File: src/rtl/cache_bus_pkg.sv
// Shared types for the cache bus arbiter: FSM state encodings, master indices
// and a helper that turns a master index into its per-master handshake bit.
package cache_bus_pkg;

  typedef enum logic [1:0] {
    IDLE = 2'b00,
    ADDR = 2'b01,
    DATA = 2'b11
  } state_t;

  localparam logic M_INST = 1'b0;
  localparam logic M_DATA = 1'b1;

  function automatic logic [1:0] master_mask(input logic idx);
    return idx ? 2'b10 : 2'b01;
  endfunction

endpackage

File: src/rtl/arb2_pick.sv
// Combinational 2-way grant selection between the i-cache (bit 0) and the
// d-cache (bit 1). Optional feature macro: ARB_ROUND_ROBIN_EN (tie goes to the
// master that did not win last time); otherwise the d-cache wins every tie.
module arb2_pick
  import cache_bus_pkg::*;
(
  input  logic [1:0] req,
`ifdef ARB_ROUND_ROBIN_EN
  input  logic       last_grant,
`endif
  output logic       grant
);

  // Pick the winning master index; only meaningful when some req bit is set
  always_comb begin
    grant = M_INST;
    if (req == 2'b11) begin
`ifdef ARB_ROUND_ROBIN_EN
      grant = ~last_grant;
`else
      grant = M_DATA;
`endif
    end else if (req[M_DATA]) begin
      grant = M_DATA;
    end
  end

endmodule

File: src/rtl/cache_bus_arbiter.sv
// Two-master (i-cache / d-cache) arbiter onto a single sram-like bus port.
// At most one transaction is outstanding: IDLE arbitrates, ADDR presents the
// owner's request until mem_addr_ok, DATA waits for mem_data_ok.
// Optional feature macro: ARB_ROUND_ROBIN_EN (round-robin tie breaking).
module cache_bus_arbiter
  import cache_bus_pkg::*;
#(
  parameter int unsigned ADDR_WIDTH = 32  // only 32 is supported
) (
  input  logic                    clk,
  input  logic                    rst,
  input  logic [1:0]              m_req,
  input  logic [1:0]              m_wr,
  input  logic [3:0]              m_size,
  input  logic [2*ADDR_WIDTH-1:0] m_addr,
  input  logic [63:0]             m_wdata,
  output logic [31:0]             m_rdata,
  output logic [1:0]              m_addr_ok,
  output logic [1:0]              m_data_ok,
  output logic                    mem_req,
  output logic                    mem_wr,
  output logic [1:0]              mem_size,
  output logic [ADDR_WIDTH-1:0]   mem_addr,
  output logic [31:0]             mem_wdata,
  input  logic [31:0]             mem_rdata,
  input  logic                    mem_addr_ok,
  input  logic                    mem_data_ok
);

  state_t state;
  logic   owner;
  logic   pick;

`ifdef ARB_ROUND_ROBIN_EN
  logic   last_grant;
`endif

  arb2_pick u_pick (
    .req        (m_req),
`ifdef ARB_ROUND_ROBIN_EN
    .last_grant (last_grant),
`endif
    .grant      (pick)
  );

  // Transaction FSM: grant in IDLE, hold in ADDR until accepted, then DATA
  always_ff @(posedge clk) begin
    if (rst) begin
      state <= IDLE;
      owner <= M_INST;
`ifdef ARB_ROUND_ROBIN_EN
      last_grant <= M_DATA;
`endif
    end else begin
      case (state)
        IDLE: begin
          if (|m_req) begin
            owner <= pick;
            state <= ADDR;
`ifdef ARB_ROUND_ROBIN_EN
            last_grant <= pick;
`endif
          end
        end
        ADDR: begin
          if (mem_addr_ok) begin
            state <= mem_data_ok ? IDLE : DATA;
          end
        end
        DATA: begin
          if (mem_data_ok) begin
            state <= IDLE;
          end
        end
        default: state <= IDLE;
      endcase
    end
  end

  // Bus drive and handshake routing; everything is forced low while in reset
  // so an abandoned transaction cannot leak a handshake to a master.
  always_comb begin
    m_rdata   = '0;
    m_addr_ok = '0;
    m_data_ok = '0;
    mem_req   = 1'b0;
    mem_wr    = 1'b0;
    mem_size  = '0;
    mem_addr  = '0;
    mem_wdata = '0;
    if (!rst) begin
      m_rdata = mem_rdata;
      case (state)
        ADDR: begin
          mem_req   = 1'b1;
          mem_wr    = m_wr[owner];
          mem_size  = owner ? m_size[3:2] : m_size[1:0];
          mem_addr  = owner ? m_addr[2*ADDR_WIDTH-1:ADDR_WIDTH]
                            : m_addr[ADDR_WIDTH-1:0];
          mem_wdata = owner ? m_wdata[63:32] : m_wdata[31:0];
          if (mem_addr_ok) begin
            m_addr_ok = master_mask(owner);
            if (mem_data_ok) begin
              m_data_ok = master_mask(owner);
            end
          end
        end
        DATA: begin
          if (mem_data_ok) begin
            m_data_ok = master_mask(owner);
          end
        end
        default: ;
      endcase
    end
  end

endmodule

File: config.mk
export PLATFORM = sky130hd
export DESIGN_NAME = cache_bus_arbiter
export DESIGN_NICKNAME = d
export VERILOG_FILES = /design/src/rtl/cache_bus_pkg.sv /design/src/rtl/arb2_pick.sv /design/src/rtl/cache_bus_arbiter.sv
export SDC_FILE = /design/constraint.sdc
export NUM_CORES = 1
export LEC_CHECK = 0
export ABC_AREA = 1
export CAP_MARGIN = 20
export CELL_PAD_IN_SITES_DETAIL_PLACEMENT = 1
export CELL_PAD_IN_SITES_GLOBAL_PLACEMENT = 1
export CORE_ASPECT_RATIO = 0.8
export CORE_MARGIN = 1.5
export CORE_UTILIZATION = 12
export DETAILED_ROUTE_END_ITERATION = 8
export HOLD_SLACK_MARGIN = 0.02
export PLACE_DENSITY = 0.85
export SETUP_SLACK_MARGIN = 0.5
export SKIP_LAST_GASP = 1
export SLEW_MARGIN = 15
export SYNTH_ARGS = -nofsm -noshare
export SYNTH_HDL_FRONTEND = slang
export SYNTH_SLANG_ARGS = --single-unit
File: constraint.sdc
create_clock -name clk -period 1.2 [get_ports clk]
set_input_delay 0.12 -clock clk [delete_from_list [all_inputs] [get_ports clk]]
set_output_delay 0.12 -clock clk [all_outputs]
set_load 0.005 [all_outputs]
==> results of run 1 <==
[stage by stage]
stage          cells  TNS (ns)  hold slack (ns)  setup WS (ns)
4_1_cts          789    -38.53            0.491         -0.613
6_report         797    -37.69            0.512         -0.640
3_5_place_dp     762    -59.86            0.503         -0.656
3_3_place_gp     762    -56.91            0.474         -0.641
5_1_grt          797    -41.60            0.574         -0.685
2_1_floorplan    318         0            0.267          0.204
[area by class of cell]
| type | instances | area, sq um |
|---|---|---|
| repair buffers | 321 | 3240 |
| flip-flops and latches | 3 | 66.3 |
| well taps | 180 | 225 |
| multi-input cells | 251 | 1590 |
| fillers | 1686 | 8400 |
| inverters | 38 | 148 |
| clock buffers | 4 | 78.8 |
[worst paths after layout]
| kind | from | end | slack [ns] |
|---|---|---|---|
| setup / recovery | state[0] | mem_addr[10] | -0.64 |
| setup reg to reg | state[1] | state[0] | 0.19 |
| hold / removal | mem_addr_ok | state[0] | 0.51 |
| hold reg to reg | state[0] | state[0] | 0.65 |
[cell families after synthesis]
| family | synth area share (%) |
|---|---|
| AO/OA/AOI/OAI | 36.5 |
| buffers and inverters | 19.2 |
| flip-flops | 3.52 |
| AND/OR/NAND/NOR | 40.8 |
[state kept, by name, indices dropped and copies added (netlist names)]
| register | count |
|---|---|
| state | 2 |
| owner | 1 |
[power groups by stage]
stage	Clock, mW	Combinational [mW]	Sequential, mW
finish	0.533	1.86	0.123
global route	0.548	2.00	0.124
CTS	0.541	1.76	0.122
detailed placement	0	1.65	0.125
global placement	0	1.60	0.124
floorplan	0	0.609	0.116
[synth_stat cells]
master,n
buf_6,9
o211ai_1,2
a21oi_2,67
inv_1,36
buf_2,13
dfxtp_1,3
buf_4,1
o21ai_0,2
inv_2,2
nand2_4,1
nor2_1,36
nor2_4,1
nor3_2,2
nand2_1,138
clkbuf_1,3
a21oi_1,2
[timing repair]
item                                    CTS  global route
endpoints found under the setup margin  107           107
resized for setup                       246            57
pin swaps                                35            10
buffers inserted                         18             8
gates cloned                              5             0
[worst max-delay path, stage by stage (launching register included)]
cell             delay (ns)
dfxtp_4                0.34
inv_2                  0.04
nor2_4                 0.11
nand2_4                0.09
buf_12                 0.19
a21oi_2                0.15
clkdlybuf4s50_1        0.52
[metal layers]
layer	track usage, %	part of all wire [%]	wire length [microns]	vias to the layer above
li1	-	-	-	1569
met1	15.6	35	4410	1521
met2	29.6	54	6780	178
met3	3.46	8.7	1090	21
met4	4.26	2.3	289	0
met5	0	0	0	-
==> flow_summary_export.csv, run 1 <==
group,metric,value,unit
worst_setup_path,worstSetupEndpointType,"primary output",
worst_setup_path,crit_fanout,40,
worst_hold_path,hold_class,"input pin to register",
grt,grt_remaining_overflow,0,
placement,dp_hpwl,8.97,mm
route,wl_per_cell,15.8,microns
cells_and_area,layout_common_cells,"196 x clkdlybuf4s50_1, 134 x nand2_1, 68 x a21oi_2",
cells_and_area,layout_commonest_cell,"clkdlybuf4s50_1",
yosys,synth-seq-cells,3,
worst_setup_path,path_class,"register to primary output",
cells_and_area,drive_gt1_share,33.7,%
pwr,clkPwrFrac,21.2,%
clock_network,cts_root_buf,"clkbuf_16",
status,run_status,"finished, violations left",
cells_and_area,diodes,0,
timing,grt_setup_unrepaired,"true",
floorplan,die_area,14900,sq um
yosys,synth_area,1710,sq um
worst_setup_path,reg2regPathDepth,5,
route,antenna_left,0,
grt,antenna_found_initial,0,
floorplan,rows,38,
pwr,vdd_drop_max,368,uV
cells_and_area,fin_area,5340,sq um
pwr,p_seq_share,4.9,%
pwr,p_sw,0.885,mW
timing,finalHoldViolCount,0,
pwr,leakagePower,2.34,nW
clock_network,clockBufferDepth,2,
timing,timing.fmax,543,MHz
floorplan,die_h,110,microns
clock_network,hold_buffers,0,
timing,worst_slack,-0.640,ns
timing,slew_violations,0,
route,wl,12.6,mm
route,routed-via-count,3289,
worst_setup_path,cp.arrival,1.72,ns
pwr,p_int,1.63,mW
pwr,pwr-share-comb,73.9,%
grt,grtUsageTotal,14.9,%
yosys,yosysWarnings,0,
clock_network,cts.sinks,3,
clock_network,clock_latency,0.23,ns
worst_hold_path,holdPathStages,5,
timing,fin_crit_sh,153,%
timing,skew,0.000444,ns
clock_network,cts.clk_slew.worst_paths,0.03,ns
floorplan,die_x,136,microns
floorplan,io_pins,276,
clock_network,cts_buffers,3,
floorplan,initial_core_util,12.4,%
grt,grt_pass1_wl,17.5,mm
timing,tightest_slew,0.327,ns
yosys,synth_nets,490,
yosys,synth_area_leader_cell,"a21oi_2",
grt,grt_start_max_net_pins,41,
yosys,synth_area_leaders,"a21oi_2 34%, nand2_1 30%, inv_1 7.9%",
status,violations,"setup timing",
cells_and_area,utilization,38.9,%
placement,postPlaceCellArea,4720,sq um
worst_setup_path,required,1.08,ns
placement,finalWeightedCongestion,0.734,
pwr,switching_share,35.2,%
pwr,powerDensity,470,nW/um^2
route,drc,0,
pwr,p_total,2.51,mW
yosys,netlist_instances,318,
yosys,seq_area_frac_synth,3.52,%
route,viasPerCell,4.13,
grt,grt_pass1_vias,3486,
yosys,synthDistinctLibCells,16,
cells_and_area,area_growth,213,%
worst_setup_path,cp-start-kind,"register",
yosys,yosysTopAreaCellShare,34.4,%
timing,relSlewSlack,78.1,%
timing,fin_crit,1.84,ns
job,cap_viol_max_count,0,
route,first_iter_violations,88,
cells_and_area,nets,790,
timing,setup_viol,78,
floorplan,core,13700,sq um
clock_network,cts_tree,"built",
clock_network,htreeDepth,1,
route,dr.pass1.iters,6,
yosys,avgSynthCellArea,5.36,sq um
placement,io_buffers,275,
Power figures use the tool's default switching activity.
==> run 2, diff against run 1 <==
Clock period 1.2 ns to 1.8 ns, I/O delays scaled along.
==> run 2 against run 1 <==
Net effect:
- the flow now finishes without violations
- global-route usage down 0.26 points
- critical path depth up 1
- utilization decreased by 3.3 points
- worst setup slack improved by 0.87 ns
- combinational power shrank 39%
- non-clock buffer count is 21 lower
- via count down 4.3%
- register-to-register slack improved by 0.55 ns
- sequential cell count stayed put
- design area shrank 8.5%
- sequential share of layout area increased by 0.064 points
- worst hold slack got worse by 0.065 ns
==> flow_summary_export.csv, run 2 (synthesis gave the netlist of run 1 again) <==
group,metric,value,unit
cells_and_area,fill_cells,1701,
worst_setup_path,required,1.62,ns
cells_and_area,diodes,0,
timing,tightest_slew,0.285,ns
job,cap_viol_max_count,0,
floorplan,die_x,136,microns
route,dr.pass1.iters,4,
worst_setup_path,path_class,"register to primary output",
clock_network,clock_latency,0.22,ns
route,first_iter_violations,92,
worst_setup_path,timing.rr.start,"state[0]",
status,run_status,"complete, no violations",
floorplan,initial_core_util,12.4,%
placement,finalWeightedCongestion,0.717,
clock_network,cts_buffers,3,
floorplan,core,13700,sq um
timing,skew,0.00191,ns
timing,setup_viol,0,
grt,grt_start_max_net_pins,40,
floorplan,die_area,14900,sq um
clock_network,htreeDepth,1,
route,wl_per_cell,15.8,microns
timing,timing.fmax,635,MHz
worst_setup_path,cp-start-kind,"register",
pwr,leakagePower,2.62,nW
worst_setup_path,worstSetupEndpointType,"primary output",
placement,io_buffers,275,
grt,antenna_found_initial,0,
cells_and_area,nets,769,
cells_and_area,fin_area,4890,sq um
pwr,p_total,1.57,mW
worst_setup_path,cp.arrival,1.40,ns
worst_setup_path,crit_path_end,"mem_addr[27]",
cells_and_area,largestRegisters,"state x2, owner x1",
cells_and_area,regArea,63.8,sq um
placement,postPlaceCellArea,4620,sq um
floorplan,die_h,110,microns
timing,finalHoldViolCount,0,
cells_and_area,layout_commonest_cell,"clkdlybuf4s50_1",
clock_network,clockBufferDepth,2,
floorplan,io_pins,276,
worst_setup_path,rrSetupSlack,0.74,ns
grt,grt_pass1_vias,3424,
worst_setup_path,crit_fanout,9,
route,antenna_left,0,
clock_network,hold_buffers,0,
worst_setup_path,reg2regPathDepth,4,
cells_and_area,layout_common_cells,"170 x clkdlybuf4s50_1, 138 x nand2_1, 69 x buf_2",
cells_and_area,regMostFlops,"state",
timing,relSlewSlack,80.8,%
clock_network,cts.sinks,3,
timing,fin_crit_sh,87.5,%
cells_and_area,largest_register_ffs,2,
route,drc,0,
worst_setup_path,reg2reg_to,"state[0]",
clock_network,cts.clk_slew.worst_paths,0.03,ns
clock_network,cts_tree,"built",
worst_hold_path,hold_class,"input pin to register",
route,wl,12.2,mm
pwr,vdd_drop_max,243,uV
timing,grt_setup_unrepaired,"true",
cells_and_area,multi_input_area,1400,sq um
clock_network,cts_root_buf,"clkbuf_16",
route,viasPerCell,4.06,
grt,grtUsageTotal,14.6,%
floorplan,rows,38,
grt,grt_pass1_wl,17.3,mm
cells_and_area,area_growth,187,%
grt,grt_remaining_overflow,0,
placement,dp_hpwl,9.24,mm
route,routed-via-count,3147,
timing,fin_crit,1.58,ns
cells_and_area,drive_gt1_share,30.0,%
pwr,powerDensity,321,nW/um^2
worst_setup_path,cp-startpoint,"state[0]",
timing,slew_violations,0,
==> run 2: changes by cell type in the layout (fill, tap and decap cells not counted), moves of 9 or more <==
cell	delta
nor2_1	+33
buf_4	-9
buf_2	+38
dlymetal6s2s_1	+27
a21oi_4	+9
dlygate4sd2_1	-34
clkdlybuf4s50_1	-26
nor2_4	-31
a21oi_2	-10
==> run 2: worst min-delay path by stage <==
stage	start	end	slack, ns	cells past startpoint
after floorplan	m_req[1]	owner	0.33	2
after global placement	state[0]	state[0]	0.49	2
after detailed placement	state[0]	state[0]	0.51	2
after CTS	m_req[1]	owner	0.58	3
after global routing	rst	state[0]	0.47	3
final	rst	state[0]	0.45	3
==> run 2: layout make-up <==
cell class | instances | share of cell area (%)
inverter | 38 | 3.02
timing repair buffer | 300 | 60.8
clock buffer | 4 | 1.61
multi-input combinational | 251 | 28.7
tap | 180 | 4.61
sequential | 3 | 1.31
==> run 2: through the flow <==
stage	utilization, %	setup WS (ns)	std cells	hold slack (ns)	setup TNS, ns
2_1_floorplan	-	0.717	318	0.327	0
3_3_place_gp	33.7	-0.214	757	0.493	-8.42
3_5_place_dp	33.7	-0.208	757	0.513	-8.86
4_1_cts	34.5	0.145	773	0.583	0
5_1_grt	35.6	0.158	776	0.470	0
6_report	35.6	0.225	776	0.447	0
==> run 2: metal layers <==
layer / vias to the layer above / share of wire [%] / wire [microns] / track usage (%)
met1: 1428 / 35 / 4280 / 15.1
met5: - / 0 / 0 / 0
li1: 1532 / - / - / -
met4: 0 / 1.4 / 176 / 1.90
met3: 18 / 10 / 1250 / 5.03
met2: 169 / 53 / 6540 / 29.1
==> run 2: worst max-delay path, stage by stage, from the launching register on <==
cell and delay (ns):
dfxtp_2 0.33, inv_2 0.04, nor2_4 0.15, nand2_8 0.09, buf_12 0.16, buf_16 0.15, a21oi_2 0.11, buf_2 0.12
==> run 2: repair_timing <==
| item | 4_1_cts | 5_1_grt |
|---|---|---|
| resized for setup | 289 | 69 |
| setup buffers | 6 | 0 |
| pin swaps | 4 | 1 |
| endpoints found under the setup margin | 104 | 104 |
| cloned | 6 | 3 |
==> run 2: power by group <==
part	internal (mW)	switching, mW
sequential	0.0731	0.00654
combinational	0.664	0.478
clock	0.292	0.0574
total	1.03	0.542
